===== src/rtl/fcore_program_sequencer_if.sv =====
// Bus bundle between the fCore program sequencer, its program memory, the decoder
// and the core controller. The sequencer uses the master modport.
interface fcore_program_sequencer_if #(
    parameter int unsigned INSTRUCTION_WIDTH  = 16,
    parameter int unsigned PC_WIDTH           = 12,
    parameter int unsigned MAX_CHANNELS       = 255,
    parameter int unsigned CHANNEL_ADDR_WIDTH = 8
);
    localparam int unsigned N_CH_WIDTH = $clog2(MAX_CHANNELS);

    logic                          start;
    logic [N_CH_WIDTH-1:0]         n_channels;
    logic [PC_WIDTH-1:0]           program_length;
    logic [PC_WIDTH-1:0]           prog_addr;
    logic [INSTRUCTION_WIDTH-1:0]  prog_data;
    logic [INSTRUCTION_WIDTH-1:0]  instr_data;
    logic [CHANNEL_ADDR_WIDTH-1:0] instr_channel;
    logic                          instr_valid;
    logic [INSTRUCTION_WIDTH-1:0]  load_data;
    logic                          busy;
    logic                          done;
    logic [31:0]                   run_cycles;

    modport master (
        input  start, n_channels, program_length, prog_data,
        output prog_addr, instr_data, instr_channel, instr_valid, load_data, busy, done,
               run_cycles
    );

    modport slave (
        output start, n_channels, program_length, prog_data,
        input  prog_addr, instr_data, instr_channel, instr_valid, load_data, busy, done,
               run_cycles
    );
endinterface


===== src/rtl/fcore_program_sequencer.sv =====
// fCore fetch/issue stage: fetches program words and replays each one per channel.
// Optional run-length counter enabled by FCORE_SEQUENCER_PERF_COUNTER_EN.
module fcore_program_sequencer #(
    parameter int unsigned            INSTRUCTION_WIDTH  = 16,
    parameter int unsigned            PC_WIDTH           = 12,
    parameter int unsigned            OPCODE_WIDTH       = 4,
    parameter int unsigned            MAX_CHANNELS       = 255,
    parameter int unsigned            CHANNEL_ADDR_WIDTH = 8,
    parameter logic [OPCODE_WIDTH-1:0] LDC_OPCODE        = 'h6,
    parameter logic [OPCODE_WIDTH-1:0] STOP_OPCODE       = 'hC
) (
    input logic                       i_clock,
    input logic                       i_reset,
    fcore_program_sequencer_if.master io_bus
);
    localparam int unsigned N_CH_WIDTH = $clog2(MAX_CHANNELS);

    typedef enum logic [2:0] {
        StIdle, StAddr, StData, StConstAddr, StConstData, StIssue, StFinish
    } state_t;

    state_t                        r_state, w_state_next;
    logic [PC_WIDTH-1:0]           r_pc, w_pc_next;
    logic [PC_WIDTH-1:0]           r_len, w_len_next;
    logic [N_CH_WIDTH-1:0]         r_nch, w_nch_next;
    logic [INSTRUCTION_WIDTH-1:0]  r_ir, w_ir_next;
    logic [CHANNEL_ADDR_WIDTH-1:0] r_count, w_count_next;
    logic [PC_WIDTH-1:0]           r_prog_addr, w_prog_addr_next;
    logic [INSTRUCTION_WIDTH-1:0]  r_instr_data, w_instr_data_next;
    logic [INSTRUCTION_WIDTH-1:0]  r_load_data, w_load_data_next;

    logic [N_CH_WIDTH-1:0]         w_n_eff;
    logic [CHANNEL_ADDR_WIDTH-1:0] w_last_chan;
    logic                          w_is_ldc, w_is_stop, w_fetch_ldc;
    logic [PC_WIDTH-1:0]           w_next_pc;

    assign w_n_eff     = (r_nch == '0) ? N_CH_WIDTH'(1) : r_nch;
    assign w_last_chan = CHANNEL_ADDR_WIDTH'(w_n_eff - N_CH_WIDTH'(1));
    assign w_is_ldc    = (r_ir[OPCODE_WIDTH-1:0] == LDC_OPCODE);
    assign w_is_stop   = (r_ir[OPCODE_WIDTH-1:0] == STOP_OPCODE);
    assign w_fetch_ldc = (io_bus.prog_data[OPCODE_WIDTH-1:0] == LDC_OPCODE);
    assign w_next_pc   = r_pc + (w_is_ldc ? PC_WIDTH'(2) : PC_WIDTH'(1));

    always_comb begin
        w_state_next      = r_state;
        w_pc_next         = r_pc;
        w_len_next        = r_len;
        w_nch_next        = r_nch;
        w_ir_next         = r_ir;
        w_count_next      = r_count;
        w_prog_addr_next  = r_prog_addr;
        w_instr_data_next = r_instr_data;
        w_load_data_next  = r_load_data;
        unique case (r_state)
            StIdle: begin
                if (io_bus.start) begin
                    w_state_next     = StAddr;
                    w_pc_next        = '0;
                    w_prog_addr_next = '0;
                    w_len_next       = io_bus.program_length;
                    w_nch_next       = io_bus.n_channels;
                end
            end
            StAddr: w_state_next = (r_len == '0) ? StFinish : StData;
            StData: begin
                w_ir_next = io_bus.prog_data;
                if (w_fetch_ldc) begin
                    w_prog_addr_next = r_pc + PC_WIDTH'(1);
                    w_state_next     = StConstAddr;
                end else begin
                    // Decoder-facing registers only move when issue begins.
                    w_instr_data_next = io_bus.prog_data;
                    w_count_next      = '0;
                    w_state_next      = StIssue;
                end
            end
            StConstAddr: w_state_next = StConstData;
            StConstData: begin
                w_load_data_next  = io_bus.prog_data;
                w_instr_data_next = r_ir;
                w_count_next      = '0;
                w_state_next      = StIssue;
            end
            StIssue: begin
                if (w_is_stop || (r_count == w_last_chan)) begin
                    w_pc_next = w_next_pc;
                    if (w_is_stop || (w_next_pc >= r_len)) begin
                        w_state_next = StFinish;
                    end else begin
                        w_prog_addr_next = w_next_pc;
                        w_state_next     = StAddr;
                    end
                end else begin
                    w_count_next = r_count + CHANNEL_ADDR_WIDTH'(1);
                end
            end
            StFinish: w_state_next = StIdle;
            default:  w_state_next = StIdle;
        endcase
    end

    always_ff @(posedge i_clock) begin
        if (!i_reset) begin
            r_state      <= StIdle;
            r_pc         <= '0;
            r_len        <= '0;
            r_nch        <= '0;
            r_ir         <= '0;
            r_count      <= '0;
            r_prog_addr  <= '0;
            r_instr_data <= '0;
            r_load_data  <= '0;
        end else begin
            r_state      <= w_state_next;
            r_pc         <= w_pc_next;
            r_len        <= w_len_next;
            r_nch        <= w_nch_next;
            r_ir         <= w_ir_next;
            r_count      <= w_count_next;
            r_prog_addr  <= w_prog_addr_next;
            r_instr_data <= w_instr_data_next;
            r_load_data  <= w_load_data_next;
        end
    end

    assign io_bus.prog_addr     = r_prog_addr;
    assign io_bus.instr_data    = r_instr_data;
    assign io_bus.instr_channel = r_count;
    assign io_bus.instr_valid   = (r_state == StIssue);
    assign io_bus.load_data     = r_load_data;
    assign io_bus.busy          = (r_state != StIdle) && (r_state != StFinish);
    assign io_bus.done          = (r_state == StFinish);

`ifdef FCORE_SEQUENCER_PERF_COUNTER_EN
    logic [31:0] r_cycles, r_run_cycles;
    logic [31:0] w_cycles_inc;

    assign w_cycles_inc = (&r_cycles) ? r_cycles : r_cycles + 32'd1;

    // Counts every cycle of the run, the done cycle included.
    always_ff @(posedge i_clock) begin
        if (!i_reset) begin
            r_cycles     <= '0;
            r_run_cycles <= '0;
        end else begin
            if (r_state == StIdle) begin
                if (io_bus.start) r_cycles <= '0;
            end else begin
                r_cycles <= w_cycles_inc;
            end
            if (r_state == StFinish) r_run_cycles <= w_cycles_inc;
        end
    end

    assign io_bus.run_cycles = r_run_cycles;
`else
    assign io_bus.run_cycles = '0;
`endif
endmodule

===== src/flat_wrapper.sv =====
// flat-port wrapper written by rule: the top's interface ports become plain ports
module fcore_program_sequencer_flat 
#(
    parameter int unsigned            INSTRUCTION_WIDTH  = 16,
    parameter int unsigned            PC_WIDTH           = 12,
    parameter int unsigned            OPCODE_WIDTH       = 4,
    parameter int unsigned            MAX_CHANNELS       = 255,
    parameter int unsigned            CHANNEL_ADDR_WIDTH = 8,
    parameter logic [OPCODE_WIDTH-1:0] LDC_OPCODE        = 'h6,
    parameter logic [OPCODE_WIDTH-1:0] STOP_OPCODE       = 'hC
)
  (i_clock, i_reset, io_bus_start, io_bus_n_channels, io_bus_program_length, io_bus_prog_data, io_bus_prog_addr, io_bus_instr_data, io_bus_instr_channel, io_bus_instr_valid, io_bus_load_data, io_bus_busy, io_bus_done, io_bus_run_cycles);
  fcore_program_sequencer_if #(.INSTRUCTION_WIDTH(INSTRUCTION_WIDTH), .PC_WIDTH(PC_WIDTH), .MAX_CHANNELS(MAX_CHANNELS), .CHANNEL_ADDR_WIDTH(CHANNEL_ADDR_WIDTH)) io_bus_i ();
  input logic i_clock;
  input logic i_reset;
  input wire logic [$bits(io_bus_i.start)-1:0] io_bus_start;
  input wire logic [$bits(io_bus_i.n_channels)-1:0] io_bus_n_channels;
  input wire logic [$bits(io_bus_i.program_length)-1:0] io_bus_program_length;
  input wire logic [$bits(io_bus_i.prog_data)-1:0] io_bus_prog_data;
  output wire logic [$bits(io_bus_i.prog_addr)-1:0] io_bus_prog_addr;
  output wire logic [$bits(io_bus_i.instr_data)-1:0] io_bus_instr_data;
  output wire logic [$bits(io_bus_i.instr_channel)-1:0] io_bus_instr_channel;
  output wire logic [$bits(io_bus_i.instr_valid)-1:0] io_bus_instr_valid;
  output wire logic [$bits(io_bus_i.load_data)-1:0] io_bus_load_data;
  output wire logic [$bits(io_bus_i.busy)-1:0] io_bus_busy;
  output wire logic [$bits(io_bus_i.done)-1:0] io_bus_done;
  output wire logic [$bits(io_bus_i.run_cycles)-1:0] io_bus_run_cycles;
  assign io_bus_i.start = io_bus_start;
  assign io_bus_i.n_channels = io_bus_n_channels;
  assign io_bus_i.program_length = io_bus_program_length;
  assign io_bus_i.prog_data = io_bus_prog_data;
  assign io_bus_prog_addr = io_bus_i.prog_addr;
  assign io_bus_instr_data = io_bus_i.instr_data;
  assign io_bus_instr_channel = io_bus_i.instr_channel;
  assign io_bus_instr_valid = io_bus_i.instr_valid;
  assign io_bus_load_data = io_bus_i.load_data;
  assign io_bus_busy = io_bus_i.busy;
  assign io_bus_done = io_bus_i.done;
  assign io_bus_run_cycles = io_bus_i.run_cycles;
  fcore_program_sequencer #(.INSTRUCTION_WIDTH(INSTRUCTION_WIDTH), .PC_WIDTH(PC_WIDTH), .OPCODE_WIDTH(OPCODE_WIDTH), .MAX_CHANNELS(MAX_CHANNELS), .CHANNEL_ADDR_WIDTH(CHANNEL_ADDR_WIDTH), .LDC_OPCODE(LDC_OPCODE), .STOP_OPCODE(STOP_OPCODE)) u_core (.i_clock(i_clock), .i_reset(i_reset), .io_bus(io_bus_i));
endmodule

===== config.mk =====
export PLATFORM = sky130hd
export DESIGN_NAME = fcore_program_sequencer_flat
export DESIGN_NICKNAME = d
export VERILOG_FILES = /design/src/rtl/fcore_program_sequencer_if.sv /design/src/rtl/fcore_program_sequencer.sv /design/src/flat_wrapper.sv
export SDC_FILE = /design/constraint.sdc
export NUM_CORES = 1
export LEC_CHECK = 0
export CAP_MARGIN = 20
export CORE_MARGIN = 10
export CORE_UTILIZATION = 51
export CTS_CLUSTER_DIAMETER = 80
export DETAILED_ROUTE_END_ITERATION = 10
export PLACE_DENSITY = 0.81
export SLEW_MARGIN = 0
export SYNTH_ARGS = -nofsm -noshare
export SYNTH_HDL_FRONTEND = slang
export SYNTH_SLANG_ARGS = --single-unit

===== constraint.sdc =====
create_clock -name i_clock -period 4 [get_ports i_clock]
set_input_delay 0.8 -clock i_clock [delete_from_list [all_inputs] [get_ports i_clock]]
set_output_delay 0.8 -clock i_clock [all_outputs]
set_load 0.005 [all_outputs]

==> impl_metrics.csv <==
group,metric,value,unit
placed_design,place_area,6370,µm²
yosys,yosysTopAreaCellShare,37.6,%
floorplan,die_y,124,µm
layout,multi_input_area,3030,µm²
clocking,clock_latency,380,ps
clocking,cts_buffer_depth,2,
grt,grt_pass1_wl,24400,µm
yosys,synth.area.top_cells,"dfxtp_1 38%, nand2_1 12%, a21oi_1 8.0%",
grt,grtUsageTotal,19.3,%
clocking,cts.sinks,103,
layout,fillCellCount,953,
run_status,status,"finished, final reports clean",
setup_path,cp.arrival,4070,ps
layout,instances_no_fill,932,
placed_design,gp_congestion,0.921,
clocking,clk_pin_slew,120,ps
power,leakage,2.47,nW
sta,max_freq,0.266,GHz
sta,hold_viol_final,0,
min_path,hp-start,"u_core.r_ir[4]",
power,power_frac_comb,38.2,%
yosys,synth_cell_types,61,
grt,grt-ovfl-total,0,
floorplan,core,10400,µm²
power,p_seq_share,40.8,%
floorplan,die_x,124,µm
layout,regArea,2060,µm²
clocking,cts_root_buffer,"clkbuf_8",
grt,grt_max_degree,65,
route,ant_nets,0,
layout,fin_nets,848,
route,drt-wirelength-per-cell,16.2,µm
clocking,cts_hold_buf,0,
sta,tightest_slew,1050,ps
route,drtIter0Drc,472,
yosys,ys_seq_area_share,37.6,%
sta,period_share,94.0,%
power,switching_share,38.0,%
power,power_density,494,nW/µm²
flow_run,cap_violations,0,
placed_design,dp.final_hpwl,11200,µm
floorplan,num_rows,37,
sta,rsz0062_at_grt,"no",
route,drcViolationCount,0,
setup_path,cp_cell_sequence,"nor2b_1 -> nand3b_1 -> ha_1 -> fa_1 -> nand3_2 -> nor2_1 -> xor2_1 -> ha_1 -> a21o_1 -> a21o_1 -> a211oi_1 -> o21ai_1 -> o21a_2 -> or3_1 -> a21oi_1",
placed_design,io_buffers,93,
layout,finish.instance_area,6600,µm²
yosys,synth_area_leader_cell,"dfxtp_1",
yosys,syn_avg_cell_area,7.58,µm²
clocking,cts_tree,"done",
setup_path,cp-end-kind,"flop",
sta,maxSlewViolCount,0,
sta,fin_crit,3760,ps
min_path,holdCritPathClass,"flop to flop",
yosys,ys_ff_latch,103,
yosys,syn_area,5480,µm²
route,firstDrtPassIters,5,
power,p_int,2.02,mW
clocking,cts-resized-gates,0,
power,irDropWorstVdd,0.283,mV
power,total_power,3.26,mW
layout,final_cell_mix,"173 x nand2_1, 103 x dfxtp_1, 93 x clkdlybuf4s50_1",
setup_path,cp_slowest_cell,"fa_1",
setup_path,ff2ff_setup_slack,240,ps
sta,fin_setup_tns,0,ps
sta,slew-limit-headroom,29.7,%
min_path,holdPathStages,2,
floorplan,io_pins,126,
route,via_count,5231,
layout,diodes,0,
layout,drive_gt1_share,5.78,%
setup_path,cp-start-kind,"flop",
clocking,htree_num_levels,3,
floorplan,dieArea,15300,µm²
layout,area_delta_synth_final,20.3,%
yosys,synth_ff_type,"dfxtp_1",
setup_path,reg2reg_depth,15,
route,routed_wl,15100,µm
sta,skew,14.4,ps
grt,first_global_vias,5025,
yosys,synthCells,723,
setup_path,regToRegEndpoint,"u_core.io_bus.prog_addr[5]",
power,clkPwrFrac,21.0,%
floorplan,start_util,52.6,%
layout,final_common_cell,"nand2_1",
yosys,yosysWarnings,0,
setup_path,crit_fanout,11,
clocking,post_cts_buffers,0,
setup_path,worstReg2RegStart,"u_core.r_ir[2]",
yosys,synth_edf_count,0,
placed_design,placed_cells,916,
grt,antenna_found_initial,0,
yosys,async_flop_share,0,%
setup_path,worstSetupPathType,"flop to flop",
clocking,numCtsBuffers,9,
setup_path,required,4310,ps
setup_path,slowest_delay,490,ps
power,p_sw,1.24,mW
route,vias_per_cell,5.61,
min_path,hold_end,"u_core.r_ir[4]",
sta,setup_viol,0,
-- cell usage after synthesis, types with 6 or more instances --
library cell and n:
ha_1 17, a311oi_1 18, dfxtp_1 103, a21oi_1 88, clkbuf_1 40, xnor2_1 10, buf_4 32, nor2_1 44
nand3_1 12, nand2_1 173, o21ai_0 22, nand4_1 6, inv_1 19, xor2_1 7, or3_1 11, nor3_1 20
-- worst max-delay path, delay by kind of cell, from the launching register on --
family | cells | cell delay (ps)
xor+xnor | 1 | 160
fa+ha+maj | 3 | 940
simple gates | 5 | 940
compound gates | 6 | 1290
flops | 1 | 370
-- metrics by stage --
step | hold slack [ps] | utilization, % | setup slack [ps]
after floorplan | 436 | - | 496
final | 463 | 63.3 | 238
after global routing | 489 | 63.3 | 11.3
after global placement | 442 | 61.2 | 224
after detailed placement | 449 | 61.2 | 79.0
after CTS | 465 | 63.2 | 38.9
-- cells by family after synthesis --
kind of cell    share of synthesized area, %
buf+inv                                 9.34
simple gates                            24.5
other cells                           0.0684
flops                                   37.6
compound gates                          21.5
fa+ha+maj                               4.25
xor+xnor                                2.72
-- how the worst max path moves through the flow --
stage                            endpoint      startpoint
2_1_floorplan  u_core.io_bus.prog_addr[4]  u_core.r_ir[2]
3_3_place_gp   u_core.io_bus.prog_addr[5]  u_core.r_ir[2]
3_5_place_dp   u_core.io_bus.prog_addr[7]  u_core.r_ir[2]
4_1_cts        u_core.io_bus.prog_addr[7]  u_core.r_ir[2]
5_1_grt        u_core.io_bus.prog_addr[5]  u_core.r_ir[2]
6_report       u_core.io_bus.prog_addr[5]  u_core.r_ir[2]
-- sequential cells by signal, indices dropped and copies added (netlist names) --
register and cells:
u_core.r_ir 16, u_core.r_state 3, u_core.io_bus.load_data 16, u_core.r_pc 12
u_core.io_bus.instr_data 16, u_core.r_len 12, u_core.r_nch 8, u_core.io_bus.instr_channel 8
u_core.io_bus.prog_addr 12
-- routing by layer --
| metal | wire length [µm] | GRT usage, % | vias to the layer above |
|---|---|---|---|
| li1 | - | - | 2578 |
| met1 | 6480 | 23.9 | 2413 |
| met2 | 7190 | 32.2 | 216 |
| met3 | 1180 | 4.75 | 24 |
| met4 | 259 | 5.97 | 0 |
| met5 | 0 | 0 | - |
-- power by group through the flow --
stage,clock network (mW),logic (mW),registers [mW]
floorplan,0,0.797,1.32
global placement,0,1.21,1.35
detailed placement,0,1.24,1.35
CTS,0.700,1.25,1.33
global route,0.738,1.39,1.35
finish,0.685,1.25,1.33
-- layout make-up --
class	count	share of cell area, %
multi-input combinational	552	46.0
sequential	103	31.3
timing repair buffer	106	15.8
tap	136	2.58
clock buffer	9	1.88
clock inverter	7	1.42
inverter	19	1.08
Note: power is estimated with default switching activity, not from simulation.
